[src/rtl/mac_pkg.sv]
// rtl/mac_pkg.sv - shared widths, state encoding and sum-width helper for input_mac_accum
package mac_pkg;

    localparam int LANES    = 10;
    localparam int LANE_W   = 16;
    localparam int WGT_W    = 8;
    localparam int NUM_COLS = 10;
    localparam int ACC_W    = 32;

    // Product carries one extra bit so the zero-extended lane stays positive as a signed operand
    function automatic int prod_width(input int lane_w, input int wgt_w);
        return lane_w + wgt_w + 1;
    endfunction

    function automatic int sum_width(input int lanes, input int lane_w, input int wgt_w);
        return prod_width(lane_w, wgt_w) + $clog2(lanes);
    endfunction

    localparam int SUM_W = sum_width(LANES, LANE_W, WGT_W);

    typedef enum logic [1:0] {
        ST_IDLE  = 2'd0,
        ST_RUN   = 2'd1,
        ST_FLUSH = 2'd2
    } state_t;

endpackage

[src/rtl/input_mac_accum_lane_dot.sv]
// rtl/input_mac_accum_lane_dot.sv - combinational dot product of one column word with its weights
module lane_dot
    import mac_pkg::*;
#(
    parameter int LANES  = mac_pkg::LANES,
    parameter int LANE_W = mac_pkg::LANE_W,
    parameter int WGT_W  = mac_pkg::WGT_W,
    parameter int SUM_W  = sum_width(LANES, LANE_W, WGT_W)
) (
    input  logic [LANES*LANE_W-1:0] i_col_data,
    input  logic [LANES*WGT_W-1:0]  i_wgt_data,
    output logic signed [SUM_W-1:0] o_sum
);

    localparam int PROD_W = prod_width(LANE_W, WGT_W);

    logic signed [PROD_W-1:0] w_prod;
    logic signed [SUM_W-1:0]  w_acc;

    always_comb begin
        w_prod = '0;
        w_acc  = '0;
        for (int i = 0; i < LANES; i++) begin
            // Full lane width is used; upper lane bits are deliberately not masked
            w_prod = $signed({1'b0, i_col_data[i*LANE_W +: LANE_W]})
                   * $signed(i_wgt_data[i*WGT_W +: WGT_W]);
            w_acc  = w_acc + {{(SUM_W-PROD_W){w_prod[PROD_W-1]}}, w_prod};
        end
    end

    assign o_sum = w_acc;

endmodule

[src/rtl/input_mac_accum.sv]
// rtl/input_mac_accum.sv - accumulates lane dot products over NUM_COLS columns into one signed result
module input_mac_accum
    import mac_pkg::*;
#(
    parameter int LANES    = mac_pkg::LANES,
    parameter int LANE_W   = mac_pkg::LANE_W,
    parameter int WGT_W    = mac_pkg::WGT_W,
    parameter int NUM_COLS = mac_pkg::NUM_COLS,
    parameter int ACC_W    = mac_pkg::ACC_W
) (
    input  logic                          clk,
    input  logic                          rst_n,
    input  logic                          start,
    input  logic                          col_valid,
    input  logic [LANES*LANE_W-1:0]       col_data,
    input  logic [LANES*WGT_W-1:0]        wgt_data,
    output logic                          col_ready,
    output logic [$clog2(NUM_COLS+1)-1:0] col_idx,
    output logic                          busy,
    output logic signed [ACC_W-1:0]       result,
    output logic                          result_valid
);

    localparam int SUM_W  = sum_width(LANES, LANE_W, WGT_W);
    localparam int CIDX_W = $clog2(NUM_COLS + 1);
    localparam logic [CIDX_W-1:0] LAST_IDX = CIDX_W'(NUM_COLS - 1);

    state_t                   r_state;
    state_t                   w_state_next;
    logic [CIDX_W-1:0]        r_col_idx;
    logic signed [SUM_W-1:0]  r_sum_reg;
    logic                     r_sum_vld;
    logic signed [ACC_W-1:0]  r_acc;
    logic signed [ACC_W-1:0]  r_result;
    logic                     r_result_valid;

    logic signed [SUM_W-1:0]  w_sum;
    logic signed [ACC_W-1:0]  w_sum_ext;
    logic                     w_accept;

    lane_dot #(
        .LANES  (LANES),
        .LANE_W (LANE_W),
        .WGT_W  (WGT_W),
        .SUM_W  (SUM_W)
    ) u_lane_dot (
        .i_col_data (col_data),
        .i_wgt_data (wgt_data),
        .o_sum      (w_sum)
    );

    assign w_sum_ext = {{(ACC_W-SUM_W){r_sum_reg[SUM_W-1]}}, r_sum_reg};
    assign w_accept  = col_valid && (r_state == ST_RUN);

    always_comb begin
        w_state_next = r_state;
        case (r_state)
            ST_IDLE:  if (start) w_state_next = ST_RUN;
            ST_RUN:   if (w_accept && (r_col_idx == LAST_IDX)) w_state_next = ST_FLUSH;
            ST_FLUSH: w_state_next = ST_IDLE;
            default:  w_state_next = ST_IDLE;
        endcase
    end

    always_ff @(posedge clk) begin
        if (!rst_n) begin
            r_state        <= ST_IDLE;
            r_col_idx      <= '0;
            r_sum_reg      <= '0;
            r_sum_vld      <= 1'b0;
            r_acc          <= '0;
            r_result       <= '0;
            r_result_valid <= 1'b0;
        end else begin
            r_state        <= w_state_next;
            r_result_valid <= 1'b0;
            // Stage 2: fold the previous beat's sum in, whatever the state
            if (r_sum_vld) begin
                r_acc <= r_acc + w_sum_ext;
            end
            case (r_state)
                ST_IDLE: begin
                    r_sum_vld <= 1'b0;
                    if (start) begin
                        r_acc     <= '0;
                        r_col_idx <= '0;
                    end
                end
                ST_RUN: begin
                    if (w_accept) begin
                        r_sum_reg <= w_sum;
                        r_sum_vld <= 1'b1;
                        r_col_idx <= r_col_idx + CIDX_W'(1);
                    end else begin
                        r_sum_vld <= 1'b0;
                    end
                end
                ST_FLUSH: begin
                    r_result       <= r_acc + w_sum_ext;
                    r_result_valid <= 1'b1;
                    r_sum_vld      <= 1'b0;
                end
                default: begin
                    r_sum_vld <= 1'b0;
                end
            endcase
        end
    end

    assign col_ready    = (r_state == ST_RUN);
    assign busy         = (r_state != ST_IDLE);
    assign col_idx      = r_col_idx;
    assign result       = r_result;
    assign result_valid = r_result_valid;

endmodule

[config.mk]
export PLATFORM = sky130hd
export DESIGN_NAME = input_mac_accum
export DESIGN_NICKNAME = d
export VERILOG_FILES = /design/src/rtl/mac_pkg.sv /design/src/rtl/input_mac_accum_lane_dot.sv /design/src/rtl/input_mac_accum.sv
export SDC_FILE = /design/constraint.sdc
export NUM_CORES = 2
export LEC_CHECK = 0
export BUFFER_PORTS_ARGS = -buffer_cell sky130_fd_sc_hd__buf_4
export CORE_ASPECT_RATIO = 0.6
export CORE_MARGIN = 10
export CORE_UTILIZATION = 55
export CTS_CLUSTER_SIZE = 16
export DETAILED_ROUTE_END_ITERATION = 8
export GPL_TIMING_DRIVEN = 0
export PLACE_DENSITY = 0.74
export REMOVE_ABC_BUFFERS = 1
export SYNTH_ARGS = -nofsm -noshare
export SYNTH_HDL_FRONTEND = slang
export SYNTH_HIERARCHICAL = 1
export SYNTH_SLANG_ARGS = --single-unit
[constraint.sdc]
create_clock -name clk -period 10.5 [get_ports clk]
set_input_delay 1.05 -clock clk [delete_from_list [all_inputs] [get_ports clk]]
set_output_delay 1.05 -clock clk [all_outputs]
set_load 0.05 [all_outputs]
; ---- Word level (Yosys, flattened, before mapping)
; Cells that the tools add are included.
[op_classes]
n_mul = 10
eq_ne = 6
n_reduce_logical = 9
mux = 11
addsub = 11
[ops]
columns = op, n
row1 = multiplier 17 x 8 -> 25 bit, 10
row2 = adder 29 bit, 8
row3 = two-way mux 32 bit, 3
row4 = adder 32 x 29 -> 32 bit, 1
row5 = adder 25 x 25 -> 26 bit, 1
row6 = two-way mux 4 bit, 2
row7 = case mux 4 bit (2 select lines), 1
row8 = AND reduction 2 bit, 3
row9 = adder 4 x 1 -> 4 bit (second input constant), 1
row10 = == test 4 bit (second input constant), 1
row11 = two-way mux 2 bit, 2
row12 = inequality test 2 x 1 -> 1 bit (second input constant), 2
row13 = case mux 2 bit (2 select lines), 1
row14 = nonzero test 2 bit, 2
row15 = AND reduction 3 bit, 1
row16 = == test 2 x 1 -> 1 bit (second input constant), 1
row17 = == test 2 bit (second input constant), 1
row18 = logical AND 1 bit, 2
row19 = zero test 2 bit, 1
row20 = two-way mux 1 bit, 2
row21 = inequality test 2 bit (second input constant), 1
[totals]
wordCells = 54
register_bits = 101
input_bits = 244
out_inout_bits = 39

; ---- Depth between registers and ports, before layout
[depth]
ltp_word = 10
mapped_depth = 45
depth_no_buf = 44

; ---- By module
; The synthesis kept the hierarchy.
[by_module_without_submodules]
columns = module, area_each_um2, cells_per_inst, seq_area_each_um2, instances
row1 = lane_dot, 47269.1, 5337, 0.0, 1
row2 = input_mac_accum, 5471.5, 690, 2021.9, 1

; ---- Worst setup path before layout
; OpenSTA, ideal clock, no wires.
[synth_timing]
kind = input to register
start = in wgt_data[7]
end = reg r_sum_reg[28]
path_stages = 40
arrival_ps = 11364
setup_ps = 70
setup_slack_ps = -934
n_path_buf = 1
required_ps = 10430
cell_sequence = clkbuf_1 inv_1 nor2_1 fa_1 fa_1 fa_1 inv_1 fa_1 fa_1 inv_1 fa_1 inv_1 fa_1 fa_1 inv_1 ha_1 or3_1 o211a_1 (+4 left out) nor3_1 a311o_1 fa_1 inv_1 fa_1 inv_1 fa_1 fa_1 ha_1 a21oi_1 o21ai_0 a211oi_1 o21ai_2 mux2i_1 a2111oi_2 xnor2_1 nand2_1 a21oi_1
[synth_between]
elab_chain_cells = 10
[synth_lines]
columns = item, line_no
row1 = start: declaration, input_mac_accum.sv:16  ; input logic [LANES*WGT_W-1:0] wgt_data,
row2 = multiplier 17 x 8 -> 25 bit, input_mac_accum_lane_dot.sv:26  ; * $signed(i_wgt_data[i*WGT_W +: WGT_W]);
row3 = adder 25 x 25 -> 26 bit, input_mac_accum_lane_dot.sv:27  ; w_acc = w_acc + {{(SUM_W-PROD_W){w_prod[PROD_W-1]}}, w_prod};
row4 = adder 29 bit (8 in series), input_mac_accum_lane_dot.sv:27
row5 = via w_sum[28], input_mac_accum.sv:37  ; logic signed [SUM_W-1:0] w_sum;
row6 = end signal: assignment, input_mac_accum.sv:91  ; r_sum_reg <= w_sum;
row7 = end: declaration, input_mac_accum.sv:31  ; logic signed [SUM_W-1:0] r_sum_reg;
; The timed path passes the listed nets, and every way through them passes these cells.
; A chain may end at the register's enable or synchronous reset.

; ---- Worst setup path after layout
[layout_timing]
start = in wgt_data[21]
end = reg r_sum_reg[28]
[layout_between]
elab_chain_cells = 9
[layout_lines]
columns = item, line_no
row1 = multiplier 17 x 8 -> 25 bit, input_mac_accum_lane_dot.sv:26
row2 = adder 29 bit (8 in series), input_mac_accum_lane_dot.sv:27
row3 = via w_sum[28], input_mac_accum.sv:37
; The timed path passes the listed nets, and every way through them passes these cells.

==> results.md <==
* Asr flop ratio synth at 0%
* Seq/Total Area, Yosys at under 10%
* Core Region at 94500 um^2
* Worst Setup End Kind: flip-flop
* Failing checks: negative setup slack
* RSZ-0062 raised after global routing: true
* DP Wirelength at around 120000 um
* Most frequent cells in the layout: inv_1 (1485), fa_1 (1106), nand2_1 (643)
* Initial antenna violation count at 15
* Routed Antenna Nets at 0
* DRT Pass-1 Iters at 8
* CP peak stage delay at between 600 and 700 ps
* Fin crit period at approximately 11000 ps
* Layout Skew at 6.79 ps
* DRT iter0 DRCs at ~3400
* CTS Root Cell: clkbuf_16
* RePlAce Congestion at 0.943
* Pre-CTS WS at -2470 ps
* Synth warn at 6
* Largest net degree at the start of global routing at 37
* H-tree lvl count at 3
* Fmax at between 80 and 90 MHz
* Final Cycle Share at 109%
* Unique masters post-synth at between 80 and 90
* IO Count at approximately 280
* Routed len/inst at ~19 um
* Placed cells at approximately 7400
* Vias per inst at 5.43
* Drt total wl at between 100000 and 150000 um
* Fin. Hold Viols at 0
* Width of the die at approximately 420 um
* Finished Layout Cells at 7528
* Filler cells at about 7900
* Die height at 260 um
* GR Util All Layers at a little over a quarter
* Most used cell, CP: fa_1
* Max Slew Vio Count at 0
* CP max-delay cell: fa_2
* Status: complete, but fails checks
* Synth Flop Type: dfxtp_1
* Floorplan row count at between 80 and 90
* Maximum buffer depth of the clock tree at 2
* Clock Sink Count at 101
* DR DRC count at 0
* Via count at approximately 41000
* Critical path type: in2reg
* Clock transition at path regs at 70 ps
* Final setup violation count at 14
* Slew headroom at under 10%
* Setup_tns at -8470 ps
* WHS at 456 ps
* CP arrival at approximately 12000 ps
* Post-Syn Area per Cell at 8.75 um^2
* Vias in the first global route at roughly 42000
* Global-route wire length before repair at approximately 230000 um
* Clk_lat worst skew at roughly 360 ps
* CTS tree: done
* Most common cell after layout, fill and taps aside: inv_1
* Nets at slightly above 8000
* Worst slew pin tran at about 1400 ps
* CP startpoint kind: input pin
* EDFF count, synth at 0
* Synthesized cell area at 52700 um^2
* Largest fanout on the critical path at 16
* IO Port Bufs at around 280
* Global route overflow at 0
* Share of cells above drive strength 1 at 9.37%
* # Max-Cap Violations at 0
* Synth Instances at roughly 6000
* Hold Path Class: reg2reg
* Worst path required time at ~11000 ps
* CTS buffer count at 9
* Final WS setup at -921 ps
* Synth Register Bits at ~100
* Initial Util at 55.8%
* Die Footprint at roughly 110000 um^2
* P&R area growth vs syn at 10.9%
-- worst paths after layout --
check | slack, ps | startpoint | end | depth (start not counted)
worst min-delay path | 460 | result[14] | result[14] | 2
worst max-delay path | -920 | wgt_data[21] | r_sum_reg[28] | 39
worst min register to register | 460 | result[14] | result[14] | 2
worst max register to register | 7550 | r_sum_reg[0] | r_acc[28] | 11
-- layout make-up --
type	count	area [um^2]	area share [%]
Antenna cell	18	45.0	0.0770
Clock buffer	9	225	0.385
Clock inverter	7	56.3	0.0962
Inverter	1511	5680	9.71
Multi-Input combinational cell	4288	45700	78.1
Sequential cell	101	2020	3.46
Tap cell	1246	1560	2.66
Timing Repair Buffer	348	3210	5.49
-- worst max-delay path: cells and delay by family --
kind	cells	cell delay, ps
XOR/XNOR	2	480
AND/OR/NAND/NOR	4	1020
AO/OA/AOI/OAI	11	2020
multiplexers	1	170
buffers and inverters	7	460
adder cells (fa/ha/maj)	14	6490
-- timing repair --
item,in CTS,in global routing
pin swaps,107,81
setup buffers,33,31
endpoints found under the setup margin,18,17
gates cloned,0,2
resized for setup,194,155
hold buffers,0,0
-- synth_stat cells, types with 20 or more instances --
library cell	n	area share, %
a211oi_1	20	0.28
fa_1	1119	42
ha_1	594	14
dfxtp_1	101	3.8
a21oi_1	193	1.8
a21o_1	57	0.81
nor3_1	35	0.33
inv_1	1508	11
o21bai_1	24	0.34
nand2b_1	129	1.5
mux2i_1	26	0.49
o21ai_0	68	0.65
nor2b_1	35	0.42
clkbuf_1	114	0.81
and2_1	650	7.7
nand3_1	49	0.46
xnor2_1	128	2.1
xor2_1	54	0.90
nor2_1	187	1.3
o21a_1	26	0.37
nand2_1	654	4.7
and3_1	21	0.25
-- cell families (layout without fill, tap and decap cells) --
logic type      Yosys count  after routing  share of synthesized area [%]
xor+xnor                183            183                           3.07
mux                      27             27                          0.515
flops                   101            101                           3.83
simple gates           1826           1826                           17.5
other cells               0             18                              0
compound gates          539            539                           6.79
buf+inv                1638           1875                           11.7
fa+ha+maj              1713           1713                           56.6
-- metal layers --
layer | vias up | routed length (um) | part of all wire, % | track usage [%]
met5 | - | 34 | 0.023 | 0.669
met4 | 4 | 2670 | 1.8 | 4.94
met3 | 115 | 16900 | 12 | 7.69
met2 | 1710 | 58100 | 40 | 35.8
met1 | 20500 | 68000 | 47 | 41.5
li1 | 18600 | - | - | -
-- through the flow --
step                instance area [um^2]  utilization, %
global route                       58500            61.9
floorplan                          52300               -
detailed placement                 56000            59.2
CTS                                57500            60.9
global placement                   55900            59.2
finish                             58500            61.9
Power is not shown: default switching activity piles up to over one toggle a cycle in this logic, so the estimate is an artifact.
